[src/rtl/tie_status_rx_pkg.sv]
`default_nettype none
// +----------------------------------------------------------------------------+
// | Module   : tie_status_rx_pkg                                               |
// | Brief    : Shared defaults, FSM state type and event record for the       |
// |            TIE status receiver.                                            |
// | Revision : 1.0  initial release                                            |
// +----------------------------------------------------------------------------+
package tie_status_rx_pkg;

    localparam int unsigned c_width = 50;
    localparam int unsigned c_ts_w  = 32;

    typedef enum logic [1:0] {
        OFF   = 2'd0,
        PRIME = 2'd1,
        RUN   = 2'd2
    } fsm_e;

    typedef struct packed {
        logic               first;
        logic [c_ts_w-1:0]  ts;
        logic [c_width-1:0] data;
    } event_t;

endpackage
`default_nettype wire

[src/rtl/tie_status_rx_fifo.sv]
`default_nettype none
// +----------------------------------------------------------------------------+
// | Module   : tie_status_rx_fifo                                              |
// | Brief    : Synchronous DEPTH-entry event FIFO; a push while full is only  |
// |            accepted when a pop frees the head slot on the same edge.       |
// | Revision : 1.0  initial release                                            |
// +----------------------------------------------------------------------------+
module tie_status_rx_fifo
    import tie_status_rx_pkg::*;
#(
    parameter int unsigned DEPTH   = 4,
    parameter type         T_ENTRY = event_t
) (
    input  logic                     clk,
    input  logic                     rst,
    input  logic                     i_push,
    input  T_ENTRY                   i_data,
    input  logic                     i_pop,
    output T_ENTRY                   o_data,
    output logic                     o_full,
    output logic                     o_empty,
    output logic [$clog2(DEPTH):0]   o_level
);

    localparam int unsigned     c_aw   = $clog2(DEPTH);
    localparam logic [c_aw:0]   c_full = (c_aw+1)'(DEPTH);

    T_ENTRY          r_mem [DEPTH];
    logic [c_aw-1:0] r_wptr;
    logic [c_aw-1:0] r_rptr;
    logic [c_aw:0]   r_level;
    logic            w_push;
    logic            w_pop;

    assign o_full  = (r_level == c_full);
    assign o_empty = (r_level == '0);
    assign o_level = r_level;
    assign o_data  = r_mem[r_rptr];

    assign w_pop  = i_pop && !o_empty;
    assign w_push = i_push && (!o_full || w_pop);

    always_ff @(posedge clk) begin
        if (w_push) begin
            r_mem[r_wptr] <= i_data;
        end
    end

    always_ff @(posedge clk) begin
        if (rst) begin
            r_wptr  <= '0;
            r_rptr  <= '0;
            r_level <= '0;
        end else begin
            if (w_push) begin
                r_wptr <= r_wptr + c_aw'(1);
            end
            if (w_pop) begin
                r_rptr <= r_rptr + c_aw'(1);
            end
            case ({w_push, w_pop})
                2'b10:   r_level <= r_level + (c_aw+1)'(1);
                2'b01:   r_level <= r_level - (c_aw+1)'(1);
                default: r_level <= r_level;
            endcase
        end
    end

endmodule
`default_nettype wire

[src/rtl/tie_status_rx.sv]
`default_nettype none
// +----------------------------------------------------------------------------+
// | Module   : tie_status_rx                                                   |
// | Brief    : Samples a producer TIE_status wire, queues change events with   |
// |            optional timestamps, counts drops. Macro TIE_STATUS_RX_TS_EN    |
// |            enables the timestamp counter.                                  |
// | Revision : 1.0  initial release                                            |
// +----------------------------------------------------------------------------+
module tie_status_rx
    import tie_status_rx_pkg::*;
#(
    parameter int unsigned WIDTH  = c_width,
    parameter int unsigned DEPTH  = 4,
    parameter int unsigned TS_W   = c_ts_w,
    parameter int unsigned DROP_W = 8
) (
    input  logic                     CLK,
    input  logic                     BReset_N,
    input  logic [WIDTH-1:0]         TIE_status,
    input  logic                     en,
    output logic                     out_valid,
    input  logic                     out_ready,
    output logic [WIDTH-1:0]         out_data,
    output logic [TS_W-1:0]          out_ts,
    output logic                     out_first,
    output logic [$clog2(DEPTH):0]   level,
    output logic                     ovf,
    output logic [DROP_W-1:0]        drop_cnt,
    input  logic                     ovf_clr
);

`ifdef TIE_STATUS_RX_TS_EN
    typedef struct packed {
        logic             first;
        logic [TS_W-1:0]  ts;
        logic [WIDTH-1:0] data;
    } entry_t;
`else
    typedef struct packed {
        logic             first;
        logic [WIDTH-1:0] data;
    } entry_t;
`endif

    fsm_e              r_state;
    fsm_e              w_state_nxt;
    logic [WIDTH-1:0]  r_sq;
    logic [WIDTH-1:0]  r_last;
    logic              r_ovf;
    logic [DROP_W-1:0] r_drop_cnt;
    logic              w_rst;
    logic              w_push_req;
    logic              w_first;
    logic              w_pop;
    logic              w_full;
    logic              w_empty;
    logic              w_drop;
    entry_t            w_wr;
    entry_t            w_rd;

    assign w_rst = !BReset_N;

    always_ff @(posedge CLK) begin
        if (!BReset_N) begin
            r_state <= OFF;
            r_sq    <= '0;
            r_last  <= '0;
        end else begin
            r_state <= w_state_nxt;
            r_sq    <= TIE_status;
            if (r_state != OFF) begin
                r_last <= r_sq;
            end
        end
    end

    // PRIME snapshots unconditionally; RUN only reports changes against the last sample.
    always_comb begin
        w_state_nxt = r_state;
        w_push_req  = 1'b0;
        w_first     = 1'b0;
        case (r_state)
            OFF: begin
                if (en) w_state_nxt = PRIME;
            end
            PRIME: begin
                w_push_req  = 1'b1;
                w_first     = 1'b1;
                w_state_nxt = RUN;
            end
            RUN: begin
                w_push_req = (r_sq != r_last);
            end
            default: w_state_nxt = OFF;
        endcase
        if (!en) w_state_nxt = OFF;
    end

`ifdef TIE_STATUS_RX_TS_EN
    logic [TS_W-1:0] r_ts;

    always_ff @(posedge CLK) begin
        if (!BReset_N) begin
            r_ts <= '0;
        end else begin
            r_ts <= r_ts + TS_W'(1);
        end
    end

    assign w_wr   = {w_first, r_ts, r_sq};
    assign out_ts = w_empty ? '0 : w_rd.ts;
`else
    assign w_wr   = {w_first, r_sq};
    assign out_ts = '0;
`endif

    tie_status_rx_fifo #(
        .DEPTH   (DEPTH),
        .T_ENTRY (entry_t)
    ) u_fifo (
        .clk     (CLK),
        .rst     (w_rst),
        .i_push  (w_push_req),
        .i_data  (w_wr),
        .i_pop   (out_ready),
        .o_data  (w_rd),
        .o_full  (w_full),
        .o_empty (w_empty),
        .o_level (level)
    );

    assign w_pop  = out_ready && !w_empty;
    assign w_drop = w_push_req && w_full && !w_pop;

    // A drop outranks a coincident clear so the lost event is never hidden.
    always_ff @(posedge CLK) begin
        if (!BReset_N) begin
            r_ovf      <= 1'b0;
            r_drop_cnt <= '0;
        end else if (w_drop) begin
            r_ovf <= 1'b1;
            if (ovf_clr) begin
                r_drop_cnt <= DROP_W'(1);
            end else if (!(&r_drop_cnt)) begin
                r_drop_cnt <= r_drop_cnt + DROP_W'(1);
            end
        end else if (ovf_clr) begin
            r_ovf      <= 1'b0;
            r_drop_cnt <= '0;
        end
    end

    assign out_valid = !w_empty;
    assign out_data  = w_empty ? '0 : w_rd.data;
    assign out_first = !w_empty && w_rd.first;
    assign ovf       = r_ovf;
    assign drop_cnt  = r_drop_cnt;

endmodule
`default_nettype wire
[config.mk]
export PLATFORM = sky130hd
export DESIGN_NAME = tie_status_rx
export DESIGN_NICKNAME = d
export VERILOG_FILES = /design/src/rtl/tie_status_rx_pkg.sv /design/src/rtl/tie_status_rx_fifo.sv /design/src/rtl/tie_status_rx.sv
export SDC_FILE = /design/constraint.sdc
export NUM_CORES = 1
export LEC_CHECK = 0
export BUFFER_PORTS_ARGS = -buffer_cell sky130_fd_sc_hd__buf_2
export CAP_MARGIN = 20
export CORE_ASPECT_RATIO = 1.2
export CORE_MARGIN = 2
export CORE_UTILIZATION = 50
export DETAILED_ROUTE_END_ITERATION = 8
export PLACE_DENSITY = 0.79
export SETUP_SLACK_MARGIN = 0.4
export SLEW_MARGIN = 20
export SYNTH_ARGS = -nofsm -noshare
export SYNTH_HDL_FRONTEND = slang
export SYNTH_SLANG_ARGS = --single-unit
export TNS_END_PERCENT = 10
[constraint.sdc]
create_clock -name CLK -period 3.4 [get_ports CLK]
set_input_delay 0.34 -clock CLK [delete_from_list [all_inputs] [get_ports CLK]]
set_output_delay 0.34 -clock CLK [all_outputs]
set_load 0.1 [all_outputs]
==> flow_summary.json <==
{
  "synth_ff_type": "edfxtp_1",
  "cts_tree": "yes",
  "synth_top_family_by_area": "multiplexers",
  "hold_path_class": "in2reg",
  "postLayoutCellArea_sq_um": 14960,
  "ys_seq_elements": 324,
  "max_freq_mhz": 347.9,
  "setup_viol": 0,
  "max-vdd-ir-drop_mv": 0.3591,
  "synthTopCellsByArea": "edfxtp_1, dfxtp_1, mux4_2, and2_1, mux2i_1",
  "ios": 151,
  "tightest_slew_ns": 0.6800,
  "critPathCaptureType": "flop",
  "most-common-layout-cells": "edfxtp_1, buf_2, dfxtp_1, and2_1, mux2i_1",
  "final_layout_size_suffix_gt1_share_pct": 28.32,
  "synth_xor_area_share_pct": 3.706,
  "cp_data_arrival_time_ns": 3.34,
  "final_common_cell": "edfxtp_1",
  "grt_overflow": 0,
  "synth_top_area_share_pct": 48.00,
  "startpoint_type": "flop",
  "die_h_microns": 179.0,
  "gp_congestion": 0.7349,
  "routedWlPerCell_microns": 19.42,
  "async_flop_share_pct": 0,
  "cts-root-buf": "clkbuf_16",
  "grt_usage_pct": 19.19,
  "viasPerCell": 5.182,
  "drv_cap": 0,
  "synth_seq_area_share_pct": 66.82,
  "grt_max_degree": 58,
  "period_needed_ns": 2.874,
  "synth_compound_area_share_pct": 1.108,
  "critPathSlowestCell": "dfxtp_1",
  "rows": 64,
  "htree_levels": 1,
  "path_cells": "xor2_1, nor4_2, nand2_1, nor4_4, nor3b_2, inv_1, ha_2, inv_1, fa_2, xor2_1, or3_1, a21boi_1",
  "crit_fanout": 6,
  "hold_viol_final": 0,
  "postRouteAntennaNets": 0,
  "dieWidth_microns": 149.8,
  "syn_avg_cell_area_sq_um": 15.70,
  "clockBufferDepth": 3,
  "finalCoreUtilization_pct": 59.13,
  "setup_slack_ns": 0.5259,
  "antennaDiodeCount": 0,
  "vias": 6814,
  "slew_viol_final": 0,
  "fillers": 1906,
  "nets": 1028,
  "p_leak_nw": 5.818,
  "initial_utilization_pct": 50.44,
  "syn_inst": 813,
  "status": "complete, no violations",
  "synth_top_cell_by_area": "edfxtp_1",
  "clkSlewWorstSetupHoldPaths_ns": 0.06,
  "synthMuxAreaShare_pct": 13.24,
  "drc_errors": 0,
  "synth_edf_count": 204,
  "core_area_sq_um": 25300,
  "worst_ep_required_time_ns": 3.86,
  "dp_slack_ns": 0.2986,
  "portBuffers": 118,
  "crit_type": "reg2reg",
  "power.density_nw_per_um2": 593.9,
  "relSlewSlack_pct": 54.19,
  "grt_pass1_vias": 6877,
  "antenna_found_initial": 1,
  "clkLatencyLatePin_ns": 0.54,
  "yosysWarnings": 0,
  "switching_power_w": 0.002500,
  "first_pass_iters": 4,
  "yosys.area_share.simple_pct": 10.67,
  "slowest_delay_ns": 0.46,
  "place_area_sq_um": 13770,
  "pwr-share-clk_pct": 35.1,
  "synthDistinctLibCells": 43,
  "internal_power_w": 0.006387,
  "synth_adder_area_share_pct": 1.137,
  "grt_pass1_wl_microns": 38900,
  "rsz0062_at_grt": "yes",
  "drt_iter0_drc": 529,
  "p_seq_share_pct": 48.9,
  "netSwitchingFraction_pct": 28.13,
  "finClkSkew_ns": 0.02081,
  "fin_crit_sh_pct": 84.53,
  "cts.sinks": 324,
  "numCtsBuffers": 29,
  "fin_setup_tns_ns": 0,
  "die_area_sq_um": 26820,
  "comb_power_share_pct": 16.0,
  "syn2layout_area_growth_pct": 17.25,
  "dp_hpwl_microns": 15970,
  "routed_wl_microns": 25540,
  "syn_area_sq_um": 12760
}
## metal layers
| metal | part of all wire (%) | GRT usage [%] | vias up |
|---|---|---|---|
| li1 | - | - | 3182 |
| met1 | 42 | 25.12 | 3393 |
| met2 | 50 | 32.93 | 198 |
| met3 | 4.8 | 2.621 | 41 |
| met4 | 3.0 | 6.879 | 0 |
| met5 | 0 | 0 | - |
## cell type report
cell class                 count  area, sq um  share of cell area, %
sequential                   324         8553                  57.16
clock buffer                  43        829.5                  5.544
timing repair buffer         156         1031                  6.890
clock inverter                11        86.33                 0.5770
inverter                       9        33.78                 0.2258
tap                          330        412.9                  2.759
multi-input combinational    442         4016                  26.84
## per-stage QoR
step / cells / hold slack (ns) / power, W
global route: 1315 / 0.003704 / 0.009170
floorplan: 844 / 0.4673 / 0.005566
global placement: 1242 / 0.4800 / 0.005809
detailed placement: 1242 / 0.4942 / 0.005821
finish: 1315 / 0.01666 / 0.008886
CTS: 1312 / 0.001580 / 0.008936
## cells in the mapped netlist (all sizes together), types with 2 or more instances
master	number
a211oi	3
a21oi	4
a31oi	3
and2	111
and3	2
buf	43
clkbuf	26
dfxtp	120
edfxtp	204
ha	10
inv	9
mux2i	54
mux4	51
nand2	12
nand3	5
nand4	3
nor2	5
nor2b	53
nor3	4
nor4	13
o21ai	5
or3	3
or4	2
xnor2	3
xor2	51
## path summary, 6_finish.rpt
path / from / endpoint / slack (ns) / cells after the start
worst max-delay path: r_sq[32]$_SDFF_PN0_ / u_fifo.o_level[2]$_SDFFE_PN0P_ / 0.53 / 12
worst min-delay path: TIE_status[9] / r_sq[9]$_SDFF_PN0_ / 0.02 / 2
worst min register to register: r_sq[40]$_SDFF_PN0_ / u_fifo.r_mem[3][40]$_DFFE_PP_ / 0.48 / 0
worst max register to register: r_sq[32]$_SDFF_PN0_ / u_fifo.o_level[2]$_SDFFE_PN0P_ / 0.53 / 12
## timing repair
| item | in CTS | in global routing |
|---|---|---|
| gates resized for setup | 11 | 17 |
| pin swaps | 5 | 6 |
| buffers inserted | 1 | 3 |
| hold endpoints to repair | 15 | 0 |
| hold buffers | 15 | 0 |
| endpoints found under the setup margin | 1 | 15 |
## registers in the layout, summed over array words and instances, names as in the netlist, 2 cells and up, named ones only
name,flops
u_fifo.r_wptr,2
r_sq,50
u_fifo.r_rptr,2
r_last,50
drop_cnt,8
u_fifo.o_level,3
u_fifo.r_mem,204
r_state,2
## logic make-up (layout without fill, tap and decap cells)
group | after synthesis | after routing
AOI/OAI and AO/OA | 21 | 21
xor gates and xnor gates | 54 | 54
adders and majority gates | 11 | 11
buffers and inverters | 78 | 219
DFF | 324 | 324
muxes | 105 | 105
other | 1 | 32
and+or+nand+nor | 219 | 219
## critical path, delay by kind of cell, from the launching register on
kind / cells / cell delay, ns
fa+ha+maj: 2 / 0.51
simple gates: 5 / 1.22
buf+inv: 2 / 0.14
compound gates: 1 / 0.13
flops: 1 / 0.46
xor+xnor: 2 / 0.32
## power by group through the flow
stage / registers, W / clock network [W] / logic [W]
2_1_floorplan: 0.00441 / 0 / 0.00115
3_3_place_gp: 0.00443 / 0 / 0.00138
3_5_place_dp: 0.00444 / 0 / 0.00138
4_1_cts: 0.00435 / 0.00317 / 0.00141
5_1_grt: 0.00436 / 0.00332 / 0.00149
6_report: 0.00435 / 0.00312 / 0.00142
Power figures use the tool's default switching activity.
